**src/rtl/spi_master_cmd_pkg.sv**
```systemverilog
// Shared opcodes, frame geometry and FSM encoding for the SPI command master and slave.
// Also holds the frame builder so the frame layout is defined in one place.
package spi_master_cmd_pkg;

    localparam int FRAME_BITS   = 40;
    localparam int PAYLOAD_BITS = 32;

    localparam logic [7:0] OP_START = 8'h01;
    localparam logic [7:0] OP_STOP  = 8'h02;
    localparam logic [7:0] OP_TON   = 8'h10;
    localparam logic [7:0] OP_TOFF  = 8'h11;
    localparam logic [7:0] OP_IP    = 8'h12;
    localparam logic [7:0] OP_WAVE  = 8'h13;
    localparam logic [7:0] OP_RD_FB = 8'h20;

    typedef enum logic [2:0] {
        ST_IDLE  = 3'd0,
        ST_SETUP = 3'd1,
        ST_SHIFT = 3'd2,
        ST_HOLD  = 3'd3,
        ST_GAP   = 3'd4
    } state_t;

    // Commands that carry no payload send zeros; everything else (including unknown opcodes) sends cmd_data.
    function automatic logic [FRAME_BITS-1:0] build_frame(input logic [7:0] code, input logic [15:0] data);
        logic [PAYLOAD_BITS-1:0] payload;
        if (code == OP_START || code == OP_STOP || code == OP_RD_FB)
            payload = '0;
        else
            payload = {16'h0000, data};
        return {code, payload};
    endfunction

endpackage

```
**src/rtl/spi_tick_gen.sv**
```systemverilog
// sclk half-period divider: one-cycle rise/fall enables every CLK_DIV cycles, low phase first.
// Latency: first rise_tick CLK_DIV cycles after en rises; no backpressure, held cleared while en is low.
module spi_tick_gen #(
    parameter int CLK_DIV = 4
) (
    input  logic clk,
    input  logic rst,
    input  logic en,
    output logic rise_tick,
    output logic fall_tick
);

    localparam int CW = $clog2(CLK_DIV);

    logic [CW-1:0] cnt;
    logic          phase;
    logic          term;

    assign term      = en && (cnt == CW'(CLK_DIV - 1));
    assign rise_tick = term && !phase;
    assign fall_tick = term && phase;

    always_ff @(posedge clk) begin
        if (rst || !en) begin
            cnt   <= '0;
            phase <= 1'b0;
        end else if (term) begin
            cnt   <= '0;
            phase <= !phase;
        end else begin
            cnt   <= cnt + CW'(1);
        end
    end

endmodule

```
**src/rtl/spi_master_cmd.sv**
```systemverilog
// SPI mode-0 command master: one 40-bit frame per accepted command, 32-bit feedback returned for RD_FB.
// Latency: accept to cs_n rise 1+CS_SETUP+80*CLK_DIV+CS_HOLD cycles; cmd_ready only in IDLE, requests held off while busy.
module spi_master_cmd
    import spi_master_cmd_pkg::*;
#(
    parameter int CLK_DIV  = 4,
    parameter int CS_SETUP = 4,
    parameter int CS_HOLD  = 4,
    parameter int IDLE_GAP = 8
) (
    input  logic        clk,
    input  logic        rst,
    input  logic        cmd_valid,
    output logic        cmd_ready,
    input  logic [7:0]  cmd_code,
    input  logic [15:0] cmd_data,
    output logic        rsp_valid,
    output logic [31:0] rsp_data,
    output logic        busy,
    output logic        sclk,
    output logic        mosi,
    input  logic        miso,
    output logic        cs_n
);

    state_t                  state;
    state_t                  state_nxt;
    logic [15:0]             wait_cnt;
    logic [5:0]              bit_cnt;
    logic [FRAME_BITS-1:0]   tx_sr;
    logic [PAYLOAD_BITS-1:0] rx_sr;
    logic                    miso_s1;
    logic                    miso_s2;
    logic                    is_rd;
    logic                    rise_tick;
    logic                    fall_tick;
    logic                    accept;
    logic                    last_bit;

    spi_tick_gen #(.CLK_DIV(CLK_DIV)) u_tick (
        .clk       (clk),
        .rst       (rst),
        .en        (state == ST_SHIFT),
        .rise_tick (rise_tick),
        .fall_tick (fall_tick)
    );

    assign cmd_ready = (state == ST_IDLE) && !rst;
    assign accept    = cmd_valid && cmd_ready;
    assign last_bit  = fall_tick && (bit_cnt == 6'(FRAME_BITS - 1));
    assign busy      = (state != ST_IDLE);
    assign cs_n      = !(state == ST_SETUP || state == ST_SHIFT || state == ST_HOLD);
    assign mosi      = tx_sr[FRAME_BITS-1];

    always_comb begin
        state_nxt = state;
        case (state)
            ST_IDLE:  if (accept) state_nxt = ST_SETUP;
            ST_SETUP: if (wait_cnt == 16'(CS_SETUP - 1)) state_nxt = ST_SHIFT;
            ST_SHIFT: if (last_bit) state_nxt = ST_HOLD;
            ST_HOLD:  if (wait_cnt == 16'(CS_HOLD - 1)) state_nxt = ST_GAP;
            ST_GAP:   if (wait_cnt == 16'(IDLE_GAP - 1)) state_nxt = ST_IDLE;
            default:  state_nxt = ST_IDLE;
        endcase
    end

    always_ff @(posedge clk) begin
        if (rst) begin
            state     <= ST_IDLE;
            wait_cnt  <= '0;
            bit_cnt   <= '0;
            tx_sr     <= '0;
            rx_sr     <= '0;
            miso_s1   <= 1'b0;
            miso_s2   <= 1'b0;
            is_rd     <= 1'b0;
            sclk      <= 1'b0;
            rsp_valid <= 1'b0;
            rsp_data  <= '0;
        end else begin
            state   <= state_nxt;
            miso_s1 <= miso;
            miso_s2 <= miso_s1;

            // Per-state dwell counter restarts on every state change.
            if (state_nxt != state || state == ST_IDLE)
                wait_cnt <= '0;
            else
                wait_cnt <= wait_cnt + 16'd1;

            if (state != ST_SHIFT)
                bit_cnt <= '0;
            else if (fall_tick)
                bit_cnt <= bit_cnt + 6'd1;

            if (rise_tick)
                sclk <= 1'b1;
            else if (fall_tick)
                sclk <= 1'b0;

            // Sampling at the end of the high phase also shifts the opcode bits through rx_sr;
            // only the final 32 samples (the payload) survive.
            if (accept) begin
                tx_sr <= build_frame(cmd_code, cmd_data);
                is_rd <= (cmd_code == OP_RD_FB);
            end else if (fall_tick) begin
                tx_sr <= {tx_sr[FRAME_BITS-2:0], 1'b0};
                rx_sr <= {rx_sr[PAYLOAD_BITS-2:0], miso_s2};
            end

            rsp_valid <= 1'b0;
            if (state == ST_HOLD && state_nxt == ST_GAP && is_rd) begin
                rsp_valid <= 1'b1;
                rsp_data  <= rx_sr;
            end
        end
    end

endmodule

```
**config.mk**
```make
export PLATFORM = sky130hd
export DESIGN_NAME = spi_master_cmd
export DESIGN_NICKNAME = d
export VERILOG_FILES = /design/src/rtl/spi_master_cmd_pkg.sv /design/src/rtl/spi_tick_gen.sv /design/src/rtl/spi_master_cmd.sv
export SDC_FILE = /design/constraint.sdc
export NUM_CORES = 1
export LEC_CHECK = 0
export BUFFER_PORTS_ARGS = -buffer_cell sky130_fd_sc_hd__buf_2
export CAP_MARGIN = 10
export CELL_PAD_IN_SITES_DETAIL_PLACEMENT = 1
export CELL_PAD_IN_SITES_GLOBAL_PLACEMENT = 2
export CORE_ASPECT_RATIO = 0.5
export CORE_MARGIN = 4
export CORE_UTILIZATION = 36
export CTS_CLUSTER_SIZE = 40
export DETAILED_ROUTE_END_ITERATION = 8
export GPL_TIMING_DRIVEN = 0
export PLACE_DENSITY_LB_ADDON = 0.1
export SLEW_MARGIN = 5
export SYNTH_ARGS = -nofsm -noshare
export SYNTH_HDL_FRONTEND = slang
export SYNTH_SLANG_ARGS = --single-unit
```
**constraint.sdc**
```tcl
create_clock -name clk -period 2 [get_ports clk]
set_input_delay 0.3 -clock clk [delete_from_list [all_inputs] [get_ports clk]]
set_output_delay 0.3 -clock clk [all_outputs]
set_load 0.01 [all_outputs]
```
Word level (Yosys, flattened, before mapping):

Cells that the tools add are included.

* register bits: 137
* input port bits: 28
* output and inout port bits: 38

* $add $sub $neg: 3
* eq/ne operators: 14
* multiplexer cells: 12
* bitwise logic cells: 1
* reduce and logical (&&, ||, !) cells: 26

Operators with widths (count)
* 2-to-1 mux 40 bit: 2
* adder 16 x 1 -> 16 bit, second input constant: 1
* == test 16 x 2 -> 1 bit, second input constant: 1
* == test 16 x 3 -> 1 bit, second input constant: 1
* 2-to-1 mux 16 bit: 1
* 2-to-1 mux 3 bit: 5
* case mux 3 bit (5 select lines): 1
* == test 8 x 1 -> 1 bit, second input constant: 1
* == test 8 x 2 -> 1 bit, second input constant: 1
* == test 8 x 6 -> 1 bit, second input constant: 1
* logical AND 1 bit: 8
* adder 6 x 1 -> 6 bit, second input constant: 1
* == test 3 x 2 -> 1 bit, second input constant: 2
* == test 3 bit, second input constant: 2
* == test 6 bit, second input constant: 1
* logical OR 1 bit: 6
* OR reduction 2 bit: 3
* logical NOT 1 bit: 4
* nonzero test 2 bit: 2
* == test 3 x 1 -> 1 bit, second input constant: 1
* logical NOT 3 bit: 1
* 2-to-1 mux 1 bit: 3
* != test 3 x 2 -> 1 bit, second input constant: 1
* != test 3 bit: 1
* other kinds (5): 5

Depth between registers and ports, before layout:

* depth after elaboration: 10
* mapped depth: 8
* gate-level depth less buffers: 5

Modules after synthesis:

From an unflattened synthesis, not the netlist that was laid out.

* cell total of the unflattened synthesis: 623
* area total of the unflattened synthesis: 5466.5 um^2

Modules (own cells, without submodules)
* spi_master_cmd: instances 1, cells each 611, area each 5348.9 um^2, sequential area each 2682.6 um^2
* spi_tick_gen: instances 1, cells each 12, area each 117.6 um^2, sequential area each 60.1 um^2

Worst setup path after synthesis:

Ideal clock, no wire load.

* path kind: reg-to-reg
* start: register u_tick.cnt[0]
* end: register bit_cnt[0]
* setup time: 0.126 ns
* arrival: 1.629 ns
* required time: 1.874 ns
* slack: 0.245 ns
* cell stages (with the launch flop): 9
* buffers on the path: 3
* period minus slack after synthesis: 1.755 ns
* path through: dfxtp_1 -> ha_1 -> nor4bb_1 -> buf_2 -> and2_1 -> buf_2 -> buf_2 -> xnor2_1 -> nor2_1

* word-level cells in the longest chain between the ends: 3

RTL lines
* start: declaration: RTL line spi_tick_gen.sv:15 `logic [CW-1:0] cnt;`
* start signal: assignment: RTL line spi_tick_gen.sv:31 `cnt <= cnt + CW'(1);`
* == test 2 bit: RTL line spi_tick_gen.sv:19 `assign term = en && (cnt == CW'(CLK_DIV - 1));`
* logical AND 1 bit: RTL line spi_tick_gen.sv:19
* logical AND 1 bit: RTL line spi_tick_gen.sv:21 `assign fall_tick = term && phase;`
* end signal: assignment: RTL line spi_master_cmd.sv:94 `bit_cnt <= bit_cnt + 6'd1;`
* end: declaration: RTL line spi_master_cmd.sv:29 `logic [5:0] bit_cnt;`

No other way between the ends.
A chain may end at the register's enable or synchronous reset.

Worst setup path after layout:

Same ends and word-level chain as after synthesis.

==> impl_metrics.yaml <==
worst_setup_path:
  crit_top_cell: "buf_4"
  worstPathRequired_ns: 2.28
  reg2reg_from: "u_tick.cnt[0]$_SDFF_PP0_"
  cp-end-kind: "register"
  reg2reg_depth: 8
  cp_num_buf_inv: 3
  regToRegSetupSlack_ns: 0.11
  cp_cell_sequence: "ha_2 > nor4bb_4 > buf_4 > and2_1 > buf_6 > buf_4 > xnor2_1 > nor2_1"
  slowest_stage: "dfxtp_1"
  criticalPathCategory: "register to register"
  cp.arrival_ns: 2.17
  cp_top_family: "buffers and inverters"
  start_kind: "register"
  critPathMaxFanout: 10
  max_stage_delay_ns: 0.33
  rr_endpoint: "bit_cnt[0]$_SDFFE_PP0P_"
finish:
  antenna_cells: 0
  syn2layout_area_growth_pct: 23.7
  layout-drive-gt1-share_pct: 19.9
  final_cell_mix: "137 x dfxtp_1, 86 x nand2_1, 69 x buf_2"
  fin_util_pct: 46.7
  final_nets: 741
  seq_area_sq_um: 2740
  multiInputGateArea_sq_um: 2680
  nFillCells: 1732
  layout_commonest_cell: "dfxtp_1"
synth:
  syn_nets: 648
  seq_area_frac_synth_pct: 48.9
  syn_area_sq_um: 5610
  synth_area_per_cell_sq_um: 9.09
  synth_top_flop_cell: "dfxtp_1"
  syn_inst: 617
  yosysWarnings: 0
  synth_async_sr_flop_share_pct: 0
  yosysUniqueCellTypes: 42
  synth-seq-cells: 137
  synth_edf_count: 0
drt:
  drt_iter0_drc: 190
  detail-route-antenna-nets: 0
  post_drt_wl_per_cell_um: 15.3
  drc_errors: 0
  routed_via_density: 4.97
  vias: 4570
  drtPass1Iterations: 4
  wl_mm: 14.0
die:
  die_area_sq_um: 17800
  core_sq_um: 14900
  rows: 31
  boundaryPins: 66
  die_x_um: 185
  start_util_pct: 37.7
  fp.dieH_um: 96.3
pwr:
  ir_worst_vdd_mv: 0.632
  p_leak_nw: 2.40
  powerDensity_nw_per_um2: 897
sta:
  fin_crit_sh_pct: 94.4
  max-slew-margin-rel_pct: 59.7
  final.setup_skew_ns: 0.0125
  tightestPinTransition_ns: 0.588
  final-setup-viol-count: 0
  clock.fmax_mhz: 530
  tns_ns: 0
  fin_crit_ns: 1.89
  slew_violations: 0
  finalHoldViolations: 0
  rsz0062_at_grt: "yes"
placement:
  port_buffers: 65
  hpwl_mm: 9.88
  gp_congestion: 0.730
global_route:
  grt_start_max_net_pins: 17
  antenna_found_initial: 0
  grt_pass1_wl_mm: 23.5
  grt_overflow: 0
  grt_pass1_vias: 4629
  track_usage_pct: 16.6
cts:
  h-tree-depth: 4
  clk-insertion-delay-late_ns: 0.42
  cts_tree: "yes"
  clockBufferDepth: 2
  numCtsBuffers: 17
  clk_pin_slew_ns: 0.06
  cts_num_sinks: 137
  cts_hold_buffers: 0
  root_buffer: "clkbuf_16"
worst_hold_path:
  hold_end: "miso_s1$_SDFF_PP0_"
  hp-start: "miso"
  hold_class: "primary input to register"
  holdPathStages: 2
run_status:
  status: "complete, no violations"
flow_run:
  max_cap_violations: 0
[what timing repair did]
action	CTS	global route
pin swaps	2	3
buffers inserted	3	7
hold endpoints to repair	0	0
endpoints found under the setup margin	89	112
resized for setup	13	16
[how the worst max path moves through the flow]
stage,startpoint,endpoint,slack (ns),cells after the start
floorplan,u_tick.cnt[0]$_SDFF_PP0_,bit_cnt[0]$_SDFFE_PP0P_,0.25,8
global placement,u_tick.cnt[0]$_SDFF_PP0_,tx_sr[11]$_SDFFE_PP0P_,-0.14,7
detailed placement,u_tick.cnt[0]$_SDFF_PP0_,tx_sr[11]$_SDFFE_PP0P_,-0.20,7
CTS,wait_cnt[0]$_SDFF_PP0_,wait_cnt[8]$_SDFF_PP0_,0.0007,6
global route,state[2]$_SDFF_PP0_,wait_cnt[6]$_SDFF_PP0_,-0.04,6
finish,u_tick.cnt[0]$_SDFF_PP0_,bit_cnt[0]$_SDFFE_PP0P_,0.11,8
[report_power, final]
part           internal, mW  switching (mW)  leakage (nW)  total [mW]
clock network          1.97            1.25         0.283        3.22
logic                0.0889           0.136          1.01       0.225
registers              2.76          0.0184          1.11        2.78
total                  4.81            1.41          2.40        6.22
[flip-flops by register name (all words and copies together), names as in the netlist, 2 cells and up]
register and cells:
u_tick.cnt 2, state 3, rx_sr 32, wait_cnt 16, rsp_data 32, bit_cnt 6, tx_sr 40
[layout make-up]
cell class | instances | area share (%)
Sequential cell | 137 | 39.5
Tap cell | 198 | 3.57
Buffer | 44 | 3.43
Inverter | 7 | 0.379
Multi-Input combinational cell | 428 | 38.6
Clock buffer | 18 | 6.19
Clock inverter | 13 | 2.45
Timing Repair Buffer | 75 | 5.83
[cells in the mapped netlist (all sizes together) (7+ instances only)]
library cell,number,share of area (%)
nor3,9,0.80
nor4,7,1.7
nor2,40,2.7
or3,7,0.80
nand2b,64,7.1
o211ai,17,2.4
inv,7,0.47
buf,16,1.8
xnor2,11,1.7
a22oi,40,5.4
nand3,9,0.80
xor2,7,1.1
nand4,7,1.3
dfxtp,137,49
nand2,87,5.8
clkbuf,29,1.9
a21oi,62,5.5
mux2i,33,5.9
[metrics by stage]
step           setup WS (ns)  power (mW)  area, sq um  hold slack (ns)  cells
6_report               0.112        6.22         6940           0.0984    920
5_1_grt              -0.0407        6.47         6940           0.0860    920
4_1_cts             0.000690        6.30         6830           0.0897    913
3_5_place_dp          -0.202        3.06         6180            0.426    880
3_3_place_gp          -0.138        3.06         6180            0.414    880
2_1_floorplan          0.245        2.97         5610            0.404    617
[per-layer routing]
layer / vias up / share of wire, % / global-route usage [%]
li1: 2316 / - / -
met1: 2169 / 51 / 23.2
met2: 77 / 44 / 25.5
met3: 8 / 4.4 / 4.49
met4: 0 / 0.69 / 4.61
met5: - / 0 / 0
[cells by family after synthesis]
kind of cell / count (synthesis) / share of synthesized area (%)
simple gates: 244 / 22.8
flops: 137 / 48.9
compound gates: 129 / 14.5
buf+inv: 52 / 4.22
mux: 34 / 6.09
xor+xnor: 18 / 2.81
fa+ha+maj: 3 / 0.669
No activity file was read; power rests on OpenSTA's default activity.
